**src/rtl/pipe_pkg.sv**
```systemverilog
// Shared constants for the pipeline hazard logic: forwarding select codes,
// multi-cycle sequencer state encoding and a count-width helper.
package pipe_pkg;

    localparam logic [1:0] FWD_RF = 2'b00;
    localparam logic [1:0] FWD_W  = 2'b01;
    localparam logic [1:0] FWD_M  = 2'b10;

    localparam logic [0:0] IDLE = 1'b0;
    localparam logic [0:0] BUSY = 1'b1;

    // Width of the sequencer down-counter; at least one bit so the
    // register exists even when the sequencer is never entered.
    function automatic int cnt_width(input int lat);
        return (lat > 1) ? $clog2(lat) : 1;
    endfunction

endpackage

```
**src/rtl/hazard_unit_mc_if.sv**
```systemverilog
// Bundle of pipeline-status inputs and stall/flush/forward outputs that
// connects the hazard unit to the pipeline datapath/controller.
interface hazard_unit_mc_if #(
    parameter int AW      = 4,
    parameter int NUM_SRC = 3
);
    logic [NUM_SRC*AW-1:0] RAD;
    logic [NUM_SRC*AW-1:0] RAE;
    logic [AW-1:0]         WA3E;
    logic [AW-1:0]         WA3M;
    logic [AW-1:0]         WA3W;
    logic                  RegWriteE;
    logic                  RegWriteM;
    logic                  RegWriteW;
    logic                  MemtoRegE;
    logic                  PCSrcD;
    logic                  PCSrcE;
    logic                  PCSrcM;
    logic                  PCSrcW;
    logic                  BranchTakenD;
    logic                  MulStartE;
    logic [2*NUM_SRC-1:0]  ForwardE;
    logic                  StallF;
    logic                  StallD;
    logic                  StallE;
    logic                  FlushD;
    logic                  FlushE;
    logic                  BubbleM;
    logic                  MulBusy;
    logic                  MulDoneE;

    // Pipeline side: supplies stage status, consumes hazard controls.
    modport master (
        output RAD, RAE, WA3E, WA3M, WA3W,
        output RegWriteE, RegWriteM, RegWriteW, MemtoRegE,
        output PCSrcD, PCSrcE, PCSrcM, PCSrcW, BranchTakenD, MulStartE,
        input  ForwardE, StallF, StallD, StallE, FlushD, FlushE,
        input  BubbleM, MulBusy, MulDoneE
    );

    // Hazard unit side.
    modport slave (
        input  RAD, RAE, WA3E, WA3M, WA3W,
        input  RegWriteE, RegWriteM, RegWriteW, MemtoRegE,
        input  PCSrcD, PCSrcE, PCSrcM, PCSrcW, BranchTakenD, MulStartE,
        output ForwardE, StallF, StallD, StallE, FlushD, FlushE,
        output BubbleM, MulBusy, MulDoneE
    );
endinterface

```
**src/rtl/mc_sequencer.sv**
```systemverilog
// Multi-cycle Execute sequencer: keeps a multi-cycle op in Execute for
// MUL_LAT cycles by stalling the front of the pipe, then releases it.
module mc_sequencer
    import pipe_pkg::*;
#(
    parameter int MUL_LAT = 3
) (
    input  logic clk,
    input  logic reset,
    input  logic MulStartE,
    input  logic PCSrcW,
    output logic MulStall,
    output logic MulBusy,
    output logic MulDoneE
);

    localparam int              CW       = cnt_width(MUL_LAT);
    localparam logic            MULTI    = (MUL_LAT > 1);
    localparam logic [CW-1:0]   CNT_INIT = CW'((MUL_LAT > 1) ? (MUL_LAT - 2) : 0);

    logic [0:0]    state;
    logic [0:0]    state_nxt;
    logic [CW-1:0] count;
    logic [CW-1:0] count_nxt;
    logic          start_op;
    logic          count_zero;

    assign start_op   = (state == IDLE) && MulStartE && MULTI;
    assign count_zero = (count == '0);

    // Next-state logic; a retiring PC write aborts the op in flight and
    // also keeps a new op from being accepted, since E is being flushed.
    always_comb begin
        state_nxt = state;
        count_nxt = count;
        if (PCSrcW) begin
            state_nxt = IDLE;
            count_nxt = '0;
        end else begin
            case (state)
                IDLE: begin
                    if (start_op) begin
                        state_nxt = BUSY;
                        count_nxt = CNT_INIT;
                    end
                end
                BUSY: begin
                    if (!count_zero) begin
                        count_nxt = count - CW'(1);
                    end else begin
                        state_nxt = IDLE;
                    end
                end
                default: begin
                    state_nxt = IDLE;
                    count_nxt = '0;
                end
            endcase
        end
    end

    // State and count registers with synchronous reset.
    always_ff @(posedge clk) begin
        if (reset) begin
            state <= IDLE;
            count <= '0;
        end else begin
            state <= state_nxt;
            count <= count_nxt;
        end
    end

    assign MulStall = !PCSrcW && (start_op || ((state == BUSY) && !count_zero));
    assign MulBusy  = (state == BUSY);
    assign MulDoneE = MULTI ? ((state == BUSY) && count_zero) : MulStartE;

endmodule

```
**src/rtl/hazard_unit_mc.sv**
```systemverilog
// Hazard and stall controller for the 5-stage core: operand forwarding,
// load-use and PC-write stalls, branch flushes and multi-cycle hold.
module hazard_unit_mc
    import pipe_pkg::*;
#(
    parameter int AW      = 4,
    parameter int NUM_SRC = 3,
    parameter int MUL_LAT = 3,
    parameter int PC_REG  = 15
) (
    input  logic        clk,
    input  logic        reset,
    hazard_unit_mc_if.slave hz
);

    localparam logic [AW-1:0] PC_ADDR = AW'(PC_REG);

    logic ldr_stall;
    logic rad_hit;
    logic pc_wr_pending;
    logic mul_stall;
    logic mul_busy;
    logic mul_done;
    logic [2*NUM_SRC-1:0] fwd;

    // Per-operand forwarding select; Memory result wins over Writeback,
    // and the PC is never forwarded.
    for (genvar gi = 0; gi < NUM_SRC; gi++) begin : g_fwd
        logic [AW-1:0] ra_e;
        logic          hit_m;
        logic          hit_w;
        assign ra_e  = hz.RAE[gi*AW +: AW];
        assign hit_m = hz.RegWriteM && (hz.WA3M == ra_e) && (ra_e != PC_ADDR);
        assign hit_w = hz.RegWriteW && (hz.WA3W == ra_e) && (ra_e != PC_ADDR);
        assign fwd[2*gi +: 2] = hit_m ? FWD_M : (hit_w ? FWD_W : FWD_RF);
    end

    // Any Decode source that matches the destination of a load in Execute.
    always_comb begin
        rad_hit = 1'b0;
        for (int i = 0; i < NUM_SRC; i++) begin
            if (hz.RAD[i*AW +: AW] == hz.WA3E) begin
                rad_hit = 1'b1;
            end
        end
    end

    assign ldr_stall     = hz.MemtoRegE && hz.RegWriteE && rad_hit;
    assign pc_wr_pending = hz.PCSrcD || hz.PCSrcE || hz.PCSrcM;

    mc_sequencer #(
        .MUL_LAT (MUL_LAT)
    ) u_seq (
        .clk       (clk),
        .reset     (reset),
        .MulStartE (hz.MulStartE),
        .PCSrcW    (hz.PCSrcW),
        .MulStall  (mul_stall),
        .MulBusy   (mul_busy),
        .MulDoneE  (mul_done)
    );

    // A multi-cycle hold dominates: D is frozen so any flush it would
    // cause re-asserts once the sequencer lets go.
    assign hz.ForwardE = fwd;
    assign hz.StallF   = mul_stall || ldr_stall || pc_wr_pending;
    assign hz.StallD   = mul_stall || ldr_stall;
    assign hz.StallE   = mul_stall;
    assign hz.BubbleM  = mul_stall;
    assign hz.FlushE   = !mul_stall && (ldr_stall || hz.BranchTakenD);
    assign hz.FlushD   = !mul_stall && (pc_wr_pending || hz.PCSrcW || hz.BranchTakenD);
    assign hz.MulBusy  = mul_busy;
    assign hz.MulDoneE = mul_done;

endmodule
```
**src/flat_wrapper.sv**
```systemverilog
// flat-port wrapper written by rule: the top's interface ports become plain ports
module hazard_unit_mc_flat import pipe_pkg::*;
#(
    parameter int AW      = 4,
    parameter int NUM_SRC = 3,
    parameter int MUL_LAT = 3,
    parameter int PC_REG  = 15
)
  (clk, reset, hz_RAD, hz_RAE, hz_WA3E, hz_WA3M, hz_WA3W, hz_RegWriteE, hz_RegWriteM, hz_RegWriteW, hz_MemtoRegE, hz_PCSrcD, hz_PCSrcE, hz_PCSrcM, hz_PCSrcW, hz_BranchTakenD, hz_MulStartE, hz_ForwardE, hz_StallF, hz_StallD, hz_StallE, hz_FlushD, hz_FlushE, hz_BubbleM, hz_MulBusy, hz_MulDoneE);
  hazard_unit_mc_if #(.AW(AW), .NUM_SRC(NUM_SRC)) hz_i ();
  input  logic clk;
  input  logic reset;
  input wire logic [$bits(hz_i.RAD)-1:0] hz_RAD;
  input wire logic [$bits(hz_i.RAE)-1:0] hz_RAE;
  input wire logic [$bits(hz_i.WA3E)-1:0] hz_WA3E;
  input wire logic [$bits(hz_i.WA3M)-1:0] hz_WA3M;
  input wire logic [$bits(hz_i.WA3W)-1:0] hz_WA3W;
  input wire logic [$bits(hz_i.RegWriteE)-1:0] hz_RegWriteE;
  input wire logic [$bits(hz_i.RegWriteM)-1:0] hz_RegWriteM;
  input wire logic [$bits(hz_i.RegWriteW)-1:0] hz_RegWriteW;
  input wire logic [$bits(hz_i.MemtoRegE)-1:0] hz_MemtoRegE;
  input wire logic [$bits(hz_i.PCSrcD)-1:0] hz_PCSrcD;
  input wire logic [$bits(hz_i.PCSrcE)-1:0] hz_PCSrcE;
  input wire logic [$bits(hz_i.PCSrcM)-1:0] hz_PCSrcM;
  input wire logic [$bits(hz_i.PCSrcW)-1:0] hz_PCSrcW;
  input wire logic [$bits(hz_i.BranchTakenD)-1:0] hz_BranchTakenD;
  input wire logic [$bits(hz_i.MulStartE)-1:0] hz_MulStartE;
  output wire logic [$bits(hz_i.ForwardE)-1:0] hz_ForwardE;
  output wire logic [$bits(hz_i.StallF)-1:0] hz_StallF;
  output wire logic [$bits(hz_i.StallD)-1:0] hz_StallD;
  output wire logic [$bits(hz_i.StallE)-1:0] hz_StallE;
  output wire logic [$bits(hz_i.FlushD)-1:0] hz_FlushD;
  output wire logic [$bits(hz_i.FlushE)-1:0] hz_FlushE;
  output wire logic [$bits(hz_i.BubbleM)-1:0] hz_BubbleM;
  output wire logic [$bits(hz_i.MulBusy)-1:0] hz_MulBusy;
  output wire logic [$bits(hz_i.MulDoneE)-1:0] hz_MulDoneE;
  assign hz_i.RAD = hz_RAD;
  assign hz_i.RAE = hz_RAE;
  assign hz_i.WA3E = hz_WA3E;
  assign hz_i.WA3M = hz_WA3M;
  assign hz_i.WA3W = hz_WA3W;
  assign hz_i.RegWriteE = hz_RegWriteE;
  assign hz_i.RegWriteM = hz_RegWriteM;
  assign hz_i.RegWriteW = hz_RegWriteW;
  assign hz_i.MemtoRegE = hz_MemtoRegE;
  assign hz_i.PCSrcD = hz_PCSrcD;
  assign hz_i.PCSrcE = hz_PCSrcE;
  assign hz_i.PCSrcM = hz_PCSrcM;
  assign hz_i.PCSrcW = hz_PCSrcW;
  assign hz_i.BranchTakenD = hz_BranchTakenD;
  assign hz_i.MulStartE = hz_MulStartE;
  assign hz_ForwardE = hz_i.ForwardE;
  assign hz_StallF = hz_i.StallF;
  assign hz_StallD = hz_i.StallD;
  assign hz_StallE = hz_i.StallE;
  assign hz_FlushD = hz_i.FlushD;
  assign hz_FlushE = hz_i.FlushE;
  assign hz_BubbleM = hz_i.BubbleM;
  assign hz_MulBusy = hz_i.MulBusy;
  assign hz_MulDoneE = hz_i.MulDoneE;
  hazard_unit_mc #(.AW(AW), .NUM_SRC(NUM_SRC), .MUL_LAT(MUL_LAT), .PC_REG(PC_REG)) u_core (.clk(clk), .reset(reset), .hz(hz_i));
endmodule
```
**config.mk**
```make
export PLATFORM = sky130hd
export DESIGN_NAME = hazard_unit_mc_flat
export DESIGN_NICKNAME = d
export VERILOG_FILES = /design/src/rtl/pipe_pkg.sv /design/src/rtl/hazard_unit_mc_if.sv /design/src/rtl/mc_sequencer.sv /design/src/rtl/hazard_unit_mc.sv /design/src/flat_wrapper.sv
export SDC_FILE = /design/constraint.sdc
export NUM_CORES = 1
export LEC_CHECK = 0
export BUFFER_PORTS_ARGS = -buffer_cell sky130_fd_sc_hd__buf_4
export CAP_MARGIN = 20
export CELL_PAD_IN_SITES_DETAIL_PLACEMENT = 0
export CELL_PAD_IN_SITES_GLOBAL_PLACEMENT = 2
export CORE_MARGIN = 5
export CORE_UTILIZATION = 16
export CTS_CLUSTER_DIAMETER = 150
export DETAILED_ROUTE_END_ITERATION = 6
export PLACE_DENSITY = 0.84
export SLEW_MARGIN = 20
export SYNTH_ARGS = -nofsm -noshare
export SYNTH_HDL_FRONTEND = slang
export SYNTH_SLANG_ARGS = --single-unit
```
**constraint.sdc**
```tcl
create_clock -name clk -period 1.7 [get_ports clk]
set_input_delay 0.17 -clock clk [delete_from_list [all_inputs] [get_ports clk]]
set_output_delay 0.17 -clock clk [all_outputs]
set_load 0.005 [all_outputs]
```
### Word level (Yosys, flattened, before mapping)

Index checks and enable logic that the tools add are counted.

| word-level totals | value |
|---|---|
| register bits after elaboration | 3 |
| logic and storage cells | 67 |
| output and inout bits | 14 |

| operators by class | value |
|---|---|
| muxes and demuxes | 15 |
| bitwise gates (word level) | 1 |
| add/sub/neg operators | 1 |
| reductions and logical operators | 34 |
| equal/unequal tests | 14 |

Operators with widths:

| cell | number |
|---|---|
| equality test 4 bit | 9 |
| logical AND 1 bit | 20 |
| != test 4 bit, second input constant | 3 |
| 2-to-1 mux 2 bit | 5 |
| logical OR 1 bit | 8 |
| 2-to-1 mux 1 bit | 8 |
| != test 2 bit, second input constant | 2 |
| one-hot mux 2 bit (2 select lines) | 1 |
| logical NOT 1 bit | 3 |
| logical NOT 2 bit | 1 |
| one-hot mux 1 bit (2 select lines) | 1 |
| AND reduction 2 bit | 1 |
| OR reduction 2 bit | 1 |
| subtractor 2 x 1 -> 2 bit, second input constant | 1 |
| NOT 1 bit | 1 |

### Longest topological paths before layout

Gate-level depths: netlist (run 1).

| logic depth | value |
|---|---|
| word-level depth | 7 |
| depth in mapped cells | 7 |
| mapped depth without buffers | 7 |

### Cells and area by module

A second synthesis (run 1) with hierarchy kept.

| second synthesis, totals | value |
|---|---|
| cells, all modules | 88 |
| area, all modules | 688.2 µm² |

By module, submodules not included:

| module | times used | area each (µm²) | sequential area each (µm²) | cells an instance |
|---|---|---|---|---|
| hazard_unit_mc | 1 | 534.3 | 0.0 | 72 |
| mc_sequencer | 1 | 153.9 | 60.1 | 16 |

### Worst setup path after synthesis (run 1)

No wires, ideal clock.

| path | value |
|---|---|
| path type | reg-to-output |
| from | register u_core.u_seq.count[0] |
| to | output hz_StallE |
| stages on the path, launching flop included | 8 |
| path slack | 0.112 ns |
| required time | 1.530 ns |
| data arrival time | 1.418 ns |
| cell sequence | dfxtp_1 inv_1 ha_1 and2_1 o21bai_1 or2_2 inv_1 buf_4 |

| on the way | value |
|---|---|
| longest elaborated chain between the ends | 5 |

RTL lines:

| what | RTL line | text |
|---|---|---|
| start: declaration | mc_sequencer.sv:23 | `logic [CW-1:0] count;` |
| start signal: assignment | mc_sequencer.sv:69 | `count <= count_nxt;` |
| logical NOT 2 bit | mc_sequencer.sv:29 | `assign count_zero = (count == '0);` |
| logical NOT 1 bit | mc_sequencer.sv:73 | `assign MulStall = !PCSrcW && (start_op \|\| ((state == BUSY) && !count_zero));` |
| logical AND 1 bit | mc_sequencer.sv:73 |  |
| logical OR 1 bit | mc_sequencer.sv:73 |  |
| logical AND 1 bit | mc_sequencer.sv:73 |  |
| end: declaration | flat_wrapper.sv:31 | `output wire logic [$bits(hz_i.StallE)-1:0] hz_StallE;` |

Every way passes these cells.

### Worst setup path after layout (run 1)

| path | value |
|---|---|
| from | register u_core.u_seq.count[1] |
| to | output hz_FlushE |

| on the way | value |
|---|---|
| longest elaborated chain between the ends | 7 |

RTL lines:

| what | RTL line | text |
|---|---|---|
| logical NOT 2 bit | mc_sequencer.sv:29 |  |
| logical NOT 1 bit | mc_sequencer.sv:73 |  |
| logical AND 1 bit | mc_sequencer.sv:73 |  |
| logical OR 1 bit | mc_sequencer.sv:73 |  |
| logical AND 1 bit | mc_sequencer.sv:73 |  |
| logical NOT 1 bit | hazard_unit_mc.sv:70 | `assign hz.FlushE = !mul_stall && (ldr_stall \|\| hz.BranchTakenD);` |
| logical AND 1 bit | hazard_unit_mc.sv:70 |  |
| end: declaration | flat_wrapper.sv:33 | `output wire logic [$bits(hz_i.FlushE)-1:0] hz_FlushE;` |

Every way passes these cells.

==> impl_metrics.csv, run 1 <==
group,metric,value,unit
critical_path,cp-end-kind,"output port",
place,io_buffers,61,
logic_synthesis,syn_area,659.4,um2
critical_path,startpoint,"u_core.u_seq.count[1]$_SDFFE_PP0P_",
floorplanning,io_pins,62,
sta,min_period,1.738,ns
sta,hold_slack,0.1248,ns
clock_tree,cts.path.max_buffers,2,
detailed_routing,wl_per_cell,13.20,um
place,placed_cells,203,
global_route,antenna_found_initial,0,
run,drv_cap,0,
global_route,busiest_layer,"met2",
finish,nNetsFinal,210,
outcome,violations,"negative setup slack",
floorplanning,chipWidth,74.20,um
detailed_routing,drc,0,
global_route,use_met3,0.02027,
finish,final_common_cell,"buf_4",
place,gp_congestion,0.7345,
critical_path,crit_fanout,4,
detailed_routing,final_antenna_net_count,0,
critical_path,cp-start-kind,"flop",
global_route,use_met1,0.1146,
sta,period_share,1.022,
logic_synthesis,yosys-top-cells-area,"xnor2_1, xor2_1, dfxtp_1",
finish,stdcell_count,210,
sta,hold_viol,0,
logic_synthesis,synth-seq-area-share,0.09108,
outcome,outcome,"finished with violations",
critical_path,path_cells,"inv_2, ha_4, and2_4, o21bai_4, or2_4, inv_4, a21oi_2, buf_4",
global_route,track_usage,0.1022,
critical_path,arrival,1.57,ns
place,hpwl,2382,um
logic_synthesis,syn_nets,143,
floorplanning,dieArea,5505,um2
global_route,grt_max_degree,7,
sta,fin_skew,0.001195,ns
critical_path,r2r-start,"u_core.u_seq.count[1]$_SDFFE_PP0P_",
detailed_routing,vias_per_cell,4.176,
critical_path,critical_path_class,"flop to output port",
logic_synthesis,yosysWarnings,0,
floorplanning,initial_core_util,0.1648,
sta,maxSlewViolCount,0,
detailed_routing,first_pass_iters,3,
clock_tree,worstSkewPairLatency,0.22,ns
detailed_routing,drt_wl_total,2772,um
clock_tree,htreeDepth,1,
logic_synthesis,ys_seq_elements,3,
logic_synthesis,synthCells,94,
logic_synthesis,synth_top_cell_by_area,"xnor2_1",
power,peakVddDrop,0.1758,mV
detailed_routing,vias,877,
logic_synthesis,synth_top_area_frac,0.2391,
finish,n_antenna_cell,0,
sta,rsz0062_at_grt,"true",
critical_path,slowest_stage,"dfxtp_2",
finish,fillCellCount,426,
sta,finalWorstSetupSlack,-0.03809,ns
global_route,grt_pass1_vias,932,
sta,final-setup-viol-count,2,
clock_tree,cts.sinks,3,
sta,fmax,575.3,MHz
power,p_per_area,445.6,nW/um2
critical_path,regToRegSetupSlack,0.26,ns
clock_tree,postCtsHoldBufs,0,
critical_path,cpPeakStageDelay,0.32,ns
global_route,overflow,0,
logic_synthesis,yosys.cell_types.count,20,
clock_tree,clk_pin_slew,0.03,ns
sta,relSlewSlack,0.6746,
critical_path,cp.required,1.53,ns
floorplanning,num_rows,23,
clock_tree,root_buffer,"clkbuf_8",
min_path,holdCritPathClass,"primary input to flop",
floorplanning,core,4000,um2
finish,area_growth,93.17,%
clock_tree,cts_made_buffers,3,
logic_synthesis,syn_avg_cell_area,7.015,um2
power,p_leak,0.5678,nW
sta,worst_slew_pin_slew,0.4804,ns
finish,drive_gt1_frac,0.5188,
sta,finalSetupTns,-0.07503,ns
floorplanning,fp.dieH,74.20,um
place,dp_slack,-0.02093,ns
min_path,min_from,"reset",
finish,final_cell_mix,"buf_4, xnor2_1, xor2_1",
clock_tree,cts_tree,"yes",
place,place_area,1165,um2
detailed_routing,drt_iter0_markers,40,
global_route,grt_first_pass_wirelength,4278,um
finish,stdcell_area,1274,um2
global_route,met2_usage,0.1781,
## worst paths after layout
| check | to | cells past startpoint |
|---|---|---|
| setup / recovery | hz_FlushE | 8 |
| hold reg to reg | u_core.u_seq.count[1]$_SDFFE_PP0P_ | 2 |
| hold / removal | u_core.u_seq.count[0]$_SDFFE_PP0P_ | 2 |
| setup reg to reg | u_core.u_seq.count[0]$_SDFFE_PP0P_ | 8 |
## stage by stage
| step | total power [W] | utilization |
|---|---|---|
| after floorplan | 0.0001807 | - |
| after global placement | 0.0003352 | 0.2912 |
| after detailed placement | 0.0003405 | 0.2912 |
| after CTS | 0.0005714 | 0.3147 |
| after global routing | 0.0006156 | 0.3184 |
| final | 0.0005676 | 0.3184 |
## registers in the layout, indices dropped and copies added (netlist names)
name,count
u_core.u_seq.count,2
u_core.u_seq.MulBusy,1
## cells in the mapped netlist
library cell,number
nand2_1,4
nand4_1,6
nor4_1,3
o21a_1,2
and2_1,1
inv_1,4
nand3_1,8
o21bai_1,1
a31oi_1,2
xnor2_1,18
xor2_1,12
ha_1,1
or2_2,4
nand2b_1,1
buf_4,4
nor3_1,6
o311ai_1,1
nor2_1,7
a21oi_1,6
dfxtp_1,3
## layout make-up
class / count / area [um2] / share of cell area
clock buffers: 4 / 45.04 / 0.03536
well taps: 50 / 62.56 / 0.04912
flip-flops and latches: 3 / 62.56 / 0.04912
inverters: 4 / 17.52 / 0.01375
repair buffers: 66 / 495.5 / 0.3890
multi-input cells: 83 / 590.6 / 0.4637
## kinds of logic (layout without fill, tap and decap cells)
logic type,Yosys count,in the layout,share of synthesized area
adder cells (fa/ha/maj),1,1,0.01897
buffers and inverters,8,74,0.06831
AO/OA/AOI/OAI,12,12,0.1120
AND/OR/NAND/NOR,40,40,0.3112
flip-flops,3,3,0.09109
XOR/XNOR,30,30,0.3985
## report_power, final
group          total (W)  internal (W)  switching (W)
clock           0.000208      0.000160      0.0000479
combinational   0.000283      0.000168       0.000115
sequential     0.0000768     0.0000740     0.00000283
total           0.000568      0.000402       0.000165
## layer usage
metal  vias up  wire length, um
met3         6              121
met5         -                0
met4         0               45
met1       396             1071
met2        21             1533
li1        454                -
## what timing repair did
item | in CTS | in global routing
buffers inserted | 2 | 1
pin swaps | 2 | 1
endpoints found under the setup margin | 6 | 6
resized for setup | 12 | 2
## worst max-delay path, delay by kind of cell, from the launching register on
family,cells,cell delay [ns]
and+or+nand+nor,2,0.41
DFF,1,0.32
buffers and inverters,3,0.27
AOI/OAI and AO/OA,2,0.19
adders and majority gates,1,0.15
(Power assumes the default switching activity.)
==> inputs of run 2 (changes only) <==
Settings changed: BUFFER_PORTS_ARGS -buffer_cell sky130_fd_sc_hd__buf_4 to -buffer_cell sky130_fd_sc_hd__buf_2.
==> run 2 against run 1 <==
Against the previous run: sequential share of layout area up 0.78 points; critical endpoint unchanged; first-iteration DRC count down 30%; global-route usage down 1.2 points; critical path depth unchanged; worst hold slack better by 0.025 ns; core utilization down 4.4 points; the flow still finishes with violations (negative setup slack); die area unchanged; non-clock buffer count down 3; highest routed layer is now met3.
==> impl_metrics.csv, run 2 (same netlist as run 1, synthesis figures left out) <==
group,metric,value,unit
clock_tree,cts.path.max_buffers,2,
global_route,overflow,0,
clock_tree,cts_tree,"yes",
clock_tree,htreeDepth,1,
floorplanning,io_pins,62,
detailed_routing,drc,0,
power,total_power,0.0005116,W
min_path,holdCritPathClass,"primary input to flop",
detailed_routing,wl_per_cell,12.00,um
sta,worst_slew_pin_slew,0.5030,ns
global_route,met2_usage,0.1614,
place,hpwl,2249,um
finish,nNetsFinal,207,
sta,finalSetupTns,-0.005465,ns
place,gp_congestion,0.7549,
finish,stdcell_count,207,
sta,fmax,586.4,MHz
sta,finalWorstSetupSlack,-0.005465,ns
clock_tree,post_cts_buffers,0,
critical_path,arrival,1.54,ns
clock_tree,clk_pin_slew,0.03,ns
finish,drive_gt1_frac,0.5096,
clock_tree,cts_made_buffers,3,
finish,largest_register_ffs,2,
critical_path,critical_path_class,"flop to output port",
place,placed_cells,203,
sta,min_period,1.705,ns
sta,rsz0062_at_grt,"true",
outcome,outcome,"finished with violations",
detailed_routing,drt_wl_total,2483,um
finish,area_growth,66.60,%
clock_tree,root_buffer,"clkbuf_8",
finish,largest-register,"u_core.u_seq.count",
clock_tree,worstSkewPairLatency,0.21,ns
detailed_routing,drt_iter0_markers,28,
global_route,antenna_found_initial,0,
global_route,grt_max_degree,7,
sta,fin_skew,0.0008196,ns
power,peakVddDrop,0.1683,mV
sta,hold_viol,0,
floorplanning,num_rows,23,
sta,relSlewSlack,0.6594,
critical_path,crit_fanout,4,
detailed_routing,vias,834,
finish,post-route-util,0.2746,
floorplanning,dieArea,5505,um2
sta,maxSlewViolCount,0,
outcome,violations,"negative setup slack",
finish,n_antenna_cell,0,
floorplanning,core,4000,um2
global_route,grt_first_pass_wirelength,3877,um
sta,final-setup-viol-count,1,
finish,final_cell_mix,"buf_2, xnor2_1, xor2_1",
critical_path,cp-start-kind,"flop",
critical_path,cp.required,1.53,ns
floorplanning,fp.dieH,74.20,um
global_route,track_usage,0.09005,
detailed_routing,first_pass_iters,4,
finish,stdcell_area,1099,um2
place,io_buffers,61,
global_route,use_met1,0.1114,
detailed_routing,final_antenna_net_count,0,
clock_tree,cts.sinks,3,
power,p_leak,0.5069,nW
clock_tree,postCtsHoldBufs,0,
global_route,grt_pass1_vias,839,
global_route,busiest_layer,"met2",
critical_path,cp-end-kind,"output port",
power,p_per_area,465.7,nW/um2
floorplanning,initial_core_util,0.1648,
floorplanning,chipWidth,74.20,um
finish,final_common_cell,"buf_2",
sta,period_share,1.003,
global_route,use_met3,0.005405,
run,drv_cap,0,
detailed_routing,vias_per_cell,4.029,
place,place_area,1012,um2
-- run 2: cell types whose count changed in the layout (fill, tap and decap cells not counted) --
cell	before	now
buf_4	66	2
buf_2	0	61
-- run 2: what timing repair did --
action	in CTS	in global routing
setup endpoints to repair	6	5
pin swaps	2	1
gates resized for setup	14	0
hold endpoints to repair	0	0
-- run 2: layout make-up --
type | instances | area, um2
Multi-Input combinational cell | 83 | 590.6
Inverter | 4 | 17.52
Tap cell | 50 | 62.56
Sequential cell | 3 | 62.56
Fill cell | 448 | 2902
Timing Repair Buffer | 63 | 320.3
Clock buffer | 4 | 45.04
-- run 2: worst paths after layout --
check,start,end,slack (ns),depth (start not counted)
worst max-delay path,u_core.u_seq.count[1]$_SDFFE_PP0P_,hz_FlushE,-0.005,8
worst min-delay path,reset,u_core.u_seq.count[0]$_SDFFE_PP0P_,0.15,2
worst max register to register,u_core.u_seq.count[1]$_SDFFE_PP0P_,u_core.u_seq.count[0]$_SDFFE_PP0P_,0.40,7
worst min register to register,u_core.u_seq.count[1]$_SDFFE_PP0P_,u_core.u_seq.count[1]$_SDFFE_PP0P_,0.53,2
-- run 2: critical path, cell delays in order, from the launching register on --
cell      delay (ns)
dfxtp_2         0.32
inv_2           0.04
ha_4            0.15
and2_4          0.15
o21bai_4        0.16
or2_4           0.26
inv_4           0.07
a21oi_2         0.03
buf_2           0.14
-- run 2: per-stage QoR --
| stage | hold WS [ns] | setup WS, ns |
|---|---|---|
| floorplan | 0.2424 | 0.1121 |
| global placement | 0.3732 | 0.06254 |
| detailed placement | 0.3722 | 0.04755 |
| CTS | 0.1418 | -0.02873 |
| global route | 0.1505 | -0.05844 |
| finish | 0.1494 | -0.005465 |
-- run 2: routing by layer --
layer	part of all wire	up-vias
met5	0	-
met3	0.025	0
met4	0	0
met2	0.54	12
met1	0.43	371
li1	-	451
-- run 2: power breakdown --
| part | internal, W | switching (W) | total [W] |
|---|---|---|---|
| combinational | 0.000123 | 0.000108 | 0.000230 |
| sequential | 0.0000740 | 0.00000266 | 0.0000767 |
| clock | 0.000160 | 0.0000448 | 0.000204 |
| total | 0.000356 | 0.000155 | 0.000512 |
==> inputs of run 3 (changes only) <==
Settings changed: ABC_CLOCK_PERIOD_IN_PS from default to 2000, CORE_UTILIZATION 16 to 18, MAX_ROUTING_LAYER from default to met4, PLACE_DENSITY 0.84 to 0.92.
Clock period 1.7 ns to 2 ns, I/O delays scaled along.
==> run 3 against run 2 <==
Against the previous run: the flow now finishes without violations; clock skew grew 0.0024 ns; final area is 4.8% lower; worst setup slack better by 0.16 ns; worst hold slack improved by 0.025 ns; sequential share of layout area about the same; die area decreased by 9.6%; clock-buffer cell count unchanged; largest power group unchanged; highest routed layer is now met4.
==> impl_metrics.csv, run 3 (same netlist as run 1, synthesis figures left out) <==
group,metric,value,unit
critical_path,cp.required,1.80,ns
clock_tree,root_buffer,"clkbuf_8",
sta,period_share,0.9226,
finish,largest-register,"u_core.u_seq.count",
clock_tree,clk_pin_slew,0.03,ns
detailed_routing,drc,0,
place,io_buffers,61,
sta,worst_slew_pin_slew,0.4281,ns
global_route,track_usage,0.09173,
min_path,holdCritPathClass,"primary input to flop",
critical_path,critical_path_class,"flop to output port",
power,p_sw,0.0001267,W
power,p_seq_frac,0.153,
finish,drive_gt1_frac,0.4516,
finish,fillCellCount,409,
global_route,antenna_found_initial,0,
detailed_routing,drt_wl_total,2242,um
power,p_per_area,403.1,nW/um2
floorplanning,initial_core_util,0.1829,
global_route,grt_first_pass_wirelength,3663,um
clock_tree,cts_tree,"yes",
sta,rsz0062_at_grt,"false",
finish,stdcell_count,203,
detailed_routing,wl_per_cell,11.04,um
global_route,grt_max_degree,7,
sta,maxSlewViolCount,0,
clock_tree,worstSkewPairLatency,0.21,ns
detailed_routing,vias_per_cell,4.108,
detailed_routing,vias,834,
floorplanning,io_pins,62,
floorplanning,chipWidth,70.53,um
sta,hold_viol,0,
sta,min_period,1.845,ns
critical_path,cp-end-kind,"output port",
floorplanning,num_rows,22,
detailed_routing,final_antenna_net_count,0,
detailed_routing,drt_iter0_markers,46,
sta,final-setup-viol-count,0,
detailed_routing,first_pass_iters,4,
finish,largest_register_ffs,2,
finish,n_antenna_cell,0,
sta,relSlewSlack,0.7101,
finish,area_growth,58.63,%
global_route,overflow,0,
power,peakVddDrop,0.1174,mV
power,p_sw_frac,0.3005,
floorplanning,dieArea,4974,um2
finish,nNetsFinal,205,
floorplanning,core,3606,um2
run,drv_cap,0,
sta,finalSetupTns,0,ns
global_route,grt_pass1_vias,804,
power,p_clk_frac,0.415,
outcome,outcome,"finished, final reports clean",
power,intPower,0.0002950,W
critical_path,cp-start-kind,"flop",
critical_path,arrival,1.65,ns
place,placed_cells,199,
finish,final_common_cell,"buf_2",
floorplanning,fp.dieH,70.53,um
power,power_frac_comb,0.432,
sta,fmax,542.0,MHz
finish,final_cell_mix,"buf_2, xnor2_1, xor2_1",
place,gp_congestion,0.8599,
clock_tree,htreeDepth,1,
clock_tree,cts.path.max_buffers,2,
clock_tree,cts_made_buffers,3,
power,p_leak,0.4915,nW
sta,fin_skew,0.003234,ns
critical_path,crit_fanout,4,
clock_tree,cts.sinks,3,
==> run 3: cell count changes in the layout (fill, tap and decap cells not counted), sizes merged <==
| cell | before | now |
|---|---|---|
| buf | 63 | 61 |
==> run 3: routing by layer <==
layer  vias up  wire [um]  GRT usage
met5         -          0          -
met2         8       1270     0.1590
met1       376        910     0.1088
met3         2         32   0.005755
li1        448          -          -
met4         0         28    0.03830
==> run 3: worst paths after layout <==
path | slack (ns) | endpoint | from | cells past startpoint
setup reg to reg | 0.68 | u_core.u_seq.MulBusy$_SDFF_PP0_ | u_core.u_seq.count[0]$_SDFFE_PP0P_ | 6
hold / removal | 0.17 | u_core.u_seq.MulBusy$_SDFF_PP0_ | reset | 2
hold reg to reg | 0.53 | u_core.u_seq.count[1]$_SDFFE_PP0P_ | u_core.u_seq.count[1]$_SDFFE_PP0P_ | 2
setup / recovery | 0.15 | hz_FlushE | u_core.u_seq.count[0]$_SDFFE_PP0P_ | 8
==> run 3: metrics by stage <==
step | instance area, um2 | setup slack, ns | util | hold slack (ns) | total power (W)
finish | 1046 | 0.1548 | 0.2901 | 0.1749 | 0.0004217
detailed placement | 994.7 | 0.2802 | 0.2759 | 0.4014 | 0.0002461
global route | 1046 | 0.005367 | 0.2901 | 0.1981 | 0.0004562
global placement | 994.7 | 0.2855 | 0.2759 | 0.4040 | 0.0002470
CTS | 1040 | 0.04028 | 0.2883 | 0.1779 | 0.0004249
floorplan | 659.4 | 0.3821 | - | 0.2724 | 0.0001536
==> run 3: cell type report <==
class / instances / area, um2 / share of cell area
inverters: 4 / 15.01 / 0.01435
multi-input cells: 83 / 560.5 / 0.5359
flip-flops and latches: 3 / 60.06 / 0.05742
clock buffers: 4 / 45.04 / 0.04306
well taps: 48 / 60.06 / 0.05742
repair buffers: 61 / 305.3 / 0.2919
==> run 3: critical path: stages (launching register included) <==
cell,delay [ns]
dfxtp_1,0.33
inv_1,0.05
ha_1,0.19
and2_1,0.16
o21bai_2,0.20
or2_4,0.25
inv_2,0.07
a21oi_1,0.04
buf_2,0.14
==> run 3: repair_timing <==
action                                  CTS  global route
gates resized for setup                   0             3
endpoints found under the setup margin    0             4
setup buffers                             0             0
hold endpoints to repair                  0             0
hold buffers                              0             0
==> run 3: power groups by stage <==
stage               Combinational (W)  Sequential, W  Clock [W]
global placement             0.000182      0.0000650          0
global route                 0.000204      0.0000651   0.000187
detailed placement           0.000181      0.0000650          0
CTS                          0.000182      0.0000643   0.000179
floorplan                   0.0000886      0.0000650          0
finish                       0.000182      0.0000644   0.000175
